<file path="config.mk">
export PLATFORM = sky130hd
export DESIGN_NAME = layer_accum_bias
export DESIGN_NICKNAME = d
export VERILOG_FILES = /design/src/rtl/layer_accum_pkg.sv /design/src/rtl/layer_accum_lane.sv /design/src/rtl/layer_accum_bias.sv
export SDC_FILE = /design/constraint.sdc
export NUM_CORES = 2
export LEC_CHECK = 0
export ABC_AREA = 1
export BUFFER_PORTS_ARGS = -buffer_cell sky130_fd_sc_hd__buf_2
export CORE_MARGIN = 2
export CORE_UTILIZATION = 50
export CTS_BUF_LIST = sky130_fd_sc_hd__clkbuf_8
export DETAILED_ROUTE_END_ITERATION = 10
export GPL_TIMING_DRIVEN = 0
export HOLD_SLACK_MARGIN = 0.15
export PLACE_DENSITY = 0.76
export SKIP_CTS_REPAIR_TIMING = 1
export SYNTH_ARGS = -nofsm -noshare
export SYNTH_HDL_FRONTEND = slang
export SYNTH_SLANG_ARGS = --single-unit
export TNS_END_PERCENT = 1
</file>
<file path="constraint.sdc">
create_clock -name clk -period 11.6 [get_ports clk]
set_input_delay 1.16 -clock clk [delete_from_list [all_inputs] [get_ports clk]]
set_output_delay 1.16 -clock clk [all_outputs]
set_load 0.02 [all_outputs]
</file>
<file path="src/rtl/layer_accum_pkg.sv">
// layer_accum_pkg: shared widths, default quantization parameters and the FSM state type
package layer_accum_pkg;
  localparam int BIAS_W = 18;
  localparam int IN_W = 18;
  localparam int DEF_OUT_W = 8;
  localparam int DEF_SHIFT = 8;
  typedef enum logic {ST_ACC = 1'b0, ST_HOLD = 1'b1} state_t;
endpackage

</file>
<file path="src/rtl/layer_accum_lane.sv">
// layer_accum_lane: one output channel -- accumulator, bias add, optional ReLU, shift and saturate
// Ports: clk/rst; i_beat accepted beat, i_last final beat of group; i_din/i_bias signed 18-bit
// lane operands; o_q registered quantized result. Macro LAYER_ACCUM_RELU_EN selects ReLU + unsigned saturation.
module layer_accum_lane import layer_accum_pkg::*; #(
  parameter int ACC_W = 26,
  parameter int SHIFT = DEF_SHIFT,
  parameter int OUT_W = DEF_OUT_W
) (
  input  logic                     clk,
  input  logic                     rst,
  input  logic                     i_beat,
  input  logic                     i_last,
  input  logic signed [IN_W-1:0]   i_din,
  input  logic signed [BIAS_W-1:0] i_bias,
  output logic [OUT_W-1:0]         o_q
);
  logic signed [ACC_W-1:0] r_acc, w_sum, w_s, w_r, w_sh;
`ifdef LAYER_ACCUM_RELU_EN
  localparam logic signed [ACC_W-1:0] HI = ACC_W'((longint'(1) << OUT_W) - 1);
  localparam logic signed [ACC_W-1:0] LO = '0;
  assign w_r = w_s[ACC_W-1] ? '0 : w_s;
`else
  localparam logic signed [ACC_W-1:0] HI = ACC_W'((longint'(1) << (OUT_W - 1)) - 1);
  localparam logic signed [ACC_W-1:0] LO = ~HI;
  assign w_r = w_s;
`endif
  assign w_sum = r_acc + ACC_W'(i_din);
  assign w_s = w_sum + ACC_W'(i_bias);
  assign w_sh = w_r >>> SHIFT;
  always_ff @(posedge clk) begin
    if (rst) begin
      r_acc <= '0;
      o_q <= '0;
    end else if (i_beat) begin
      r_acc <= i_last ? '0 : w_sum;
      if (i_last) o_q <= w_sh > HI ? HI[OUT_W-1:0] : w_sh < LO ? LO[OUT_W-1:0] : w_sh[OUT_W-1:0];
    end
  end
endmodule

</file>
<file path="src/rtl/layer_accum_bias.sv">
// layer_accum_bias: per-lane accumulation of adder-tree partial sums, bias add and output quantization
// Ports: in_data/in_valid/in_last/in_ready input beats; bias per-lane bias; out_data/out_valid/out_ready
// quantized result stream; err_overrun sticky group-too-long flag. Macro LAYER_ACCUM_RELU_EN enables ReLU.
module layer_accum_bias import layer_accum_pkg::*; #(
  parameter int N_adder_tree = 16,
  parameter int ACC_W = 26,
  parameter int MAX_BEATS = 64,
  parameter int SHIFT = DEF_SHIFT,
  parameter int OUT_W = DEF_OUT_W
) (
  input  logic                            clk,
  input  logic                            rst,
  input  logic [N_adder_tree*IN_W-1:0]    in_data,
  input  logic                            in_valid,
  input  logic                            in_last,
  output logic                            in_ready,
  input  logic [N_adder_tree*BIAS_W-1:0]  bias,
  output logic [N_adder_tree*OUT_W-1:0]   out_data,
  output logic                            out_valid,
  input  logic                            out_ready,
  output logic                            err_overrun
);
  localparam int CNT_W = $clog2(MAX_BEATS + 1);
  state_t r_state;
  logic [CNT_W-1:0] r_cnt;
  logic r_err, w_beat, w_fin, w_full;
  // HOLD can still take beats when the held result drains this cycle, so groups run back to back
  assign in_ready = (r_state == ST_ACC) || out_ready;
  assign w_beat = in_valid && in_ready;
  assign w_fin = w_beat && in_last;
  assign w_full = r_cnt == CNT_W'(MAX_BEATS);
  assign out_valid = r_state == ST_HOLD;
  assign err_overrun = r_err;
  always_ff @(posedge clk) begin
    if (rst) begin
      r_state <= ST_ACC;
      r_cnt <= '0;
      r_err <= 1'b0;
    end else begin
      r_state <= w_fin ? ST_HOLD : (out_valid && out_ready) ? ST_ACC : r_state;
      if (w_beat) r_cnt <= in_last ? '0 : w_full ? r_cnt : r_cnt + 1'b1;
      if (w_beat && w_full) r_err <= 1'b1;
    end
  end
  for (genvar i = 0; i < N_adder_tree; i++) begin : g_lane
    layer_accum_lane #(.ACC_W(ACC_W), .SHIFT(SHIFT), .OUT_W(OUT_W)) u_lane (
      .clk(clk),
      .rst(rst),
      .i_beat(w_beat),
      .i_last(in_last),
      .i_din(in_data[IN_W*i +: IN_W]),
      .i_bias(bias[BIAS_W*i +: BIAS_W]),
      .o_q(out_data[OUT_W*i +: OUT_W])
    );
  end
endmodule

</file>
# ---- Word level (Yosys, flattened, before mapping)
# Cells that the tools add are included.
dict set report word_totals {
  inputBits 581
  output_inout_bits 131
  word_cells 163
  regBits 553
}
dict set report classes {
  muxes 52
  n_reduce_logical 8
  n_addsub 33
  n_bitwise 1
  n_eq_ne 2
  n_lt_le_gt_ge 32
}
# cell n
set ops {}
lappend ops {{adder 26 x 18 -> 26 bit} 32}
lappend ops {{2-to-1 mux 26 bit} 16}
lappend ops {{> comparator 18 x 8 -> 1 bit, second input constant} 16}
lappend ops {{< comparator 18 x 8 -> 1 bit, second input constant} 16}
lappend ops {{2-to-1 mux 8 bit} 32}
lappend ops {{2-to-1 mux 7 bit} 2}
lappend ops {{adder 7 x 1 -> 7 bit, second input constant} 1}
lappend ops {{== test 7 bit, second input constant} 1}
lappend ops {{logical AND 1 bit} 4}
lappend ops {{AND reduction 2 bit} 2}
lappend ops {{2-to-1 mux 1 bit} 2}
lappend ops {{inequality test 2 bit, second input constant} 1}
lappend ops {{nonzero test 2 bit} 1}
lappend ops {{logical OR 1 bit} 1}
lappend ops {{inverter 1 bit} 1}

# ---- Longest topological paths before layout
dict set report logic_depth {
  ltp_word 5
  mapped_depth 32
  mapped_depth_nobuf 32
}

# ---- Hierarchy
# A second synthesis with hierarchy kept.
dict set report hier_totals {
  hier_cells 12335
  area_unflattened_um2 71677.5
}
# module instances cells_per_inst area_per_inst_um2
set by_module_without_submodules {}
lappend by_module_without_submodules {{layer_accum_lane (g_lane[10].u_lane ...)} 7 748 4340.4}
lappend by_module_without_submodules {{layer_accum_lane (g_lane[6].u_lane ...)} 4 786 4566.9}
lappend by_module_without_submodules {{layer_accum_lane (g_lane[11].u_lane ...)} 2 760 4425.5}
lappend by_module_without_submodules {{layer_accum_lane (g_lane[5].u_lane)} 1 807 4654.5}
lappend by_module_without_submodules {{layer_accum_lane (g_lane[13].u_lane)} 1 791 4509.3}
lappend by_module_without_submodules {{layer_accum_lane (g_lane[0].u_lane)} 1 756 4424.2}
lappend by_module_without_submodules {layer_accum_bias 1 81 588.1}

# ---- Least setup slack after synthesis
# No wires, ideal clock.
dict set report synth_path {
  path_type {input to register}
  from {input in_data[54]}
  to {register g_lane[3].u_lane.o_q[0]}
  slack_ns 6.963
  t_required_ns 11.475
  path_stages 27
  t_arrival_ns 4.512
  n_path_buf 0
  setup_ns 0.125
  path_cell_list {ha_1 inv_1 fa_1 o21ai_1 a21oi_1 o21ai_1 a21oi_1 o21ai_1 nand2_1 nand2_1 nand2_1 and2_1 ha_1 nand2_1 inv_1 nand2_1 nand2_1 a21oi_1 nor2_1 nor2_1 nand3_1 nand2_1 nand2_1 nor2_1 nand3_1 a21oi_4 a21oi_1}
}
dict set report synth_between {
  elab_chain_cells 5
  word_cells_on_any_way 6
  cone_classes {add/sub (2); order compare (2); mux (2)}
}
# element line_no
set synth_rtl {}
lappend synth_rtl {{from (decl)} layer_accum_bias.sv:13} ;# input logic [N_adder_tree*IN_W-1:0] in_data,
lappend synth_rtl {{adder 26 x 18 -> 26 bit (*)} layer_accum_lane.sv:27} ;# assign w_sum = r_acc + ACC_W'(i_din);
lappend synth_rtl {{adder 26 x 18 -> 26 bit (*)} layer_accum_lane.sv:28} ;# assign w_s = w_sum + ACC_W'(i_bias);
lappend synth_rtl {{< comparator 18 x 8 -> 1 bit} layer_accum_lane.sv:36} ;# if (i_last) o_q <= w_sh > HI ? HI[OUT_W-1:0] : w_sh < LO ? LO[OUT_W-1:0] : w_sh[OUT_W-1:0];
lappend synth_rtl {{2-to-1 mux 8 bit} layer_accum_lane.sv:36}
lappend synth_rtl {{2-to-1 mux 8 bit (*)} layer_accum_lane.sv:36}
lappend synth_rtl {{to (signal assigned)} layer_accum_lane.sv:36}
lappend synth_rtl {{to (decl)} layer_accum_lane.sv:15} ;# output logic [OUT_W-1:0] o_q
# Mark *: on every way between the ends. The rest lies on a longest branch, timed or not.
# A chain may end at the register's enable or synchronous reset.

# ---- Worst setup path in the final report
dict set report layout_path {
  from {input in_data[54]}
  to {register g_lane[3].u_lane.o_q[6]}
}
# Same word-level chain as after synthesis.

==> results by group <==
Run status
  • Status: complete, but fails checks
  • Failing checks: capacitance limit, slew limit

Critical path
  • Worst Setup Start Kind: primary input
  • Worst reg2reg setup slack: between 6 and 7 ns
  • Critical Path Fanout Max: 7
  • CP top delay family: compound AO/OA/AOI/OAI gates
  • Required @ worst endpoint: 12.32 ns
  • Bufs and invs on worst path: 2
  • Slowest CP cell: fa_1
  • CP most frequent cell: nand2_1
  • Kind of critical path: in -> reg
  • Max stage delay on crit path: around 0.42 ns
  • Crit. End Element: flop
  • Worst endpoint data arrival time: 5.75 ns

Drt
  • Pre-antenna DRT Iters: 7
  • WL per Instance: 19.56 um
  • Drt total wl: 271700 um
  • DRC errors left: 0
  • Iteration-0 DRC Markers: about 6800
  • Detailed-route via count: slightly below 80000
  • Routed Antenna Nets: 0
  • Via/cell ratio: between 5 and 6

Floorplan
  • Vert. Die Dim: between 300 and 400 um
  • Die X: 370.7 um
  • Starting Density: approximately 50%
  • Core Area: 133500 um^2
  • Die area: 137400 um^2
  • Io pins: 712
  • # rows: ~130

GRT
  • First-pass GRT wire length: a little over 400000 um
  • Initial antenna violation count: 120
  • Grt total ovfl: 0
  • Vias in the first global route: around 74000
  • GRT Total Usage: about 38%
  • Largest net degree at the start of global routing: 15

Clock tree
  • Maximum clock path buffer count: 3
  • Clock sink count: 553
  • Clock root cell: clkbuf_8
  • CTS H-tree depth: 3
  • CTS tree: built
  • Clock slew at reported path FFs: roughly 0.060 ns
  • Clock Latency Late Sink: approximately 0.9 ns
  • CTS Buf Count: around 110

Yosys
  • Post-Syn Area: 67220 um^2
  • Yosys reg bits: around 550
  • Mapped Cells: between 10000 and 15000
  • Yosys warning count: 0
  • Sequential-to-total area share from yosys stat: approximately 16%
  • Syn nets: 12530
  • Unique cell type count in the Yosys netlist: 60
  • Mean Syn Cell Area: slightly above 6 um^2

Timing
  • Fmax: 198.7 MHz
  • Final period util: between 40% and 50%
  • Crit path time final: 5.033 ns
  • RSZ-0062 raised after global routing: no
  • Setup Skew: approximately 0.067 ns
  • Max Slew Vio Count: 11
  • Fin. Hold Viols: 0
  • Max-slew headroom: -2.087%
  • Setup TNS: 0 ns
  • Final setup fails: 0
  • Worst Tran Pin Value: 1.531 ns

Power
  • PD cells: about 130 nW/um^2
  • Max IR drop VDD: about 0.00011 V
  • Total power draw: between 9 and 10 mW
  • Leak: 38.60 nW

Finish
  • P&R area growth vs syn: 12.45%
  • Nets: ~13000
  • Layout cell share with drive strength beyond 1: a little under a tenth
  • Final std cells w/o fill: 13890

Placement
  • Buffers on Ports: between 700 and 800
  • Final HPWL DP: between 200000 and 250000 um
  • RePlAce Congestion: 1.018
  • Dpl cells: about 14000

Run
  • Max Cap Viol: 1

Worst hold path
  • Worst Hold Class: reg -> reg
-- placed cells by master (no fill, tap or decap), drive strengths merged, types with 29 or more instances in the layout --
| cell type | instances |
|---|---|
| nand2 | 3535 |
| and2 | 65 |
| xnor2 | 211 |
| clkbuf | 280 |
| inv | 1158 |
| xor2 | 271 |
| nor4 | 35 |
| clkinv | 29 |
| nand4 | 235 |
| a31oi | 32 |
| a21oi | 1444 |
| nand3b | 52 |
| nor3 | 189 |
| o21bai | 134 |
| buf | 739 |
| dfxtp | 553 |
| o21a | 32 |
| a21boi | 38 |
| diode | 90 |
| o21ai | 561 |
| nand3 | 578 |
| a21o | 70 |
| nor2 | 864 |
| ha | 802 |
-- metrics by stage --
stage	area [um^2]	hold slack [ns]	setup WS, ns	util, %
2_1_floorplan	67220	0.4491	6.963	-
3_3_place_gp	72990	0.4492	5.860	54.69
3_5_place_dp	73080	0.4567	5.853	54.76
4_1_cts	75370	0.4666	6.733	56.47
5_1_grt	75540	0.4794	6.308	56.60
6_report	75600	0.4627	6.567	56.64
-- worst min-delay path, stage by stage (launching register included) --
cell and delay (ns):
dfxtp_1 0.31, nand2_1 0.06, a21oi_1 0.05
-- area by class of cell --
cell class	count	area (um^2)
Clock inverter	62	510.5
Fill cell	13790	57860
Inverter	1136	4264
Tap cell	1768	2212
Multi-Input combinational cell	9263	51200
Clock buffer	129	1775
Buffer	176	706.9
Timing Repair Buffer	714	3628
Antenna cell	90	225.2
Sequential cell	553	11070
-- flip-flops by register name, summed over array words and instances (netlist names) --
register,count
g_lane.u_lane.r_acc,416
g_lane.u_lane.o_q,128
r_cnt,7
err_overrun,1
out_valid,1
-- power breakdown --
| part | leakage (nW) | internal, mW | total [mW] | switching [mW] |
|---|---|---|---|---|
| clock | 1.27 | 1.19 | 2.20 | 1.01 |
| combinational | 32.8 | 1.75 | 5.29 | 3.55 |
| sequential | 4.52 | 2.03 | 2.11 | 0.0779 |
| total | 38.6 | 4.96 | 9.60 | 4.64 |
-- synth_stat cells (all sizes together) --
cell     number  area share, %
nand2      3535             20
a21oi      1444             11
inv        1135            6.3
nor2        864            5.0
ha          802             15
nand3       578            4.4
o21ai       561            4.3
dfxtp       553             16
xor2        271            3.5
nand4       235            2.2
xnor2       211            2.8
nor3        189            1.7
clkbuf      151           0.86
o21bai      134            1.5
a21o         70           0.78
and2         65           0.61
nand3b       52           0.58
a21boi       38           0.42
nor4         35           0.36
a31oi        32           0.30
o21a         32           0.36
buf          25           0.16
a211oi       17           0.19
a22oi        16           0.18
fa           16           0.48
o211ai       14           0.16
o31ai        14           0.16
nor3b        12           0.15
or2           9          0.084
a211o         7          0.091
o221ai        5          0.065
a221oi        1          0.013
a311oi        1          0.013
and3          1         0.0093
clkinv        1         0.0056
o2111ai       1          0.013
o311ai        1          0.013
-- cells by family after synthesis --
kind of cell / count (synthesis) / share of synthesized area [%]
xor+xnor: 482 / 6.291
compound gates: 2388 / 19.61
buf+inv: 1312 / 7.365
flops: 553 / 16.47
simple gates: 5575 / 34.86
fa+ha+maj: 818 / 15.40
-- path summary, 6_finish.rpt --
| check | depth (start not counted) | end | from |
|---|---|---|---|
| min | 2 | g_lane[14].u_lane.o_q[7]$_SDFFE_PP0P_ | g_lane[14].u_lane.o_q[7]$_SDFFE_PP0P_ |
| max reg2reg | 25 | g_lane[3].u_lane.o_q[6]$_SDFFE_PP0P_ | g_lane[3].u_lane.r_acc[0]$_SDFFE_PP0P_ |
| min reg2reg | 2 | g_lane[14].u_lane.o_q[7]$_SDFFE_PP0P_ | g_lane[14].u_lane.o_q[7]$_SDFFE_PP0P_ |
| max | 26 | g_lane[3].u_lane.o_q[6]$_SDFFE_PP0P_ | in_data[54] |
-- layer usage --
| metal | vias to the layer above | routed length, um | track usage [%] |
|---|---|---|---|
| li1 | 39030 | - | - |
| met1 | 36100 | 112800 | 47.39 |
| met2 | 3024 | 119500 | 60.52 |
| met3 | 642 | 23770 | 7.725 |
| met4 | 30 | 15430 | 20.78 |
| met5 | - | 210 | 0 |
No activity file was read; power rests on OpenSTA's default activity.
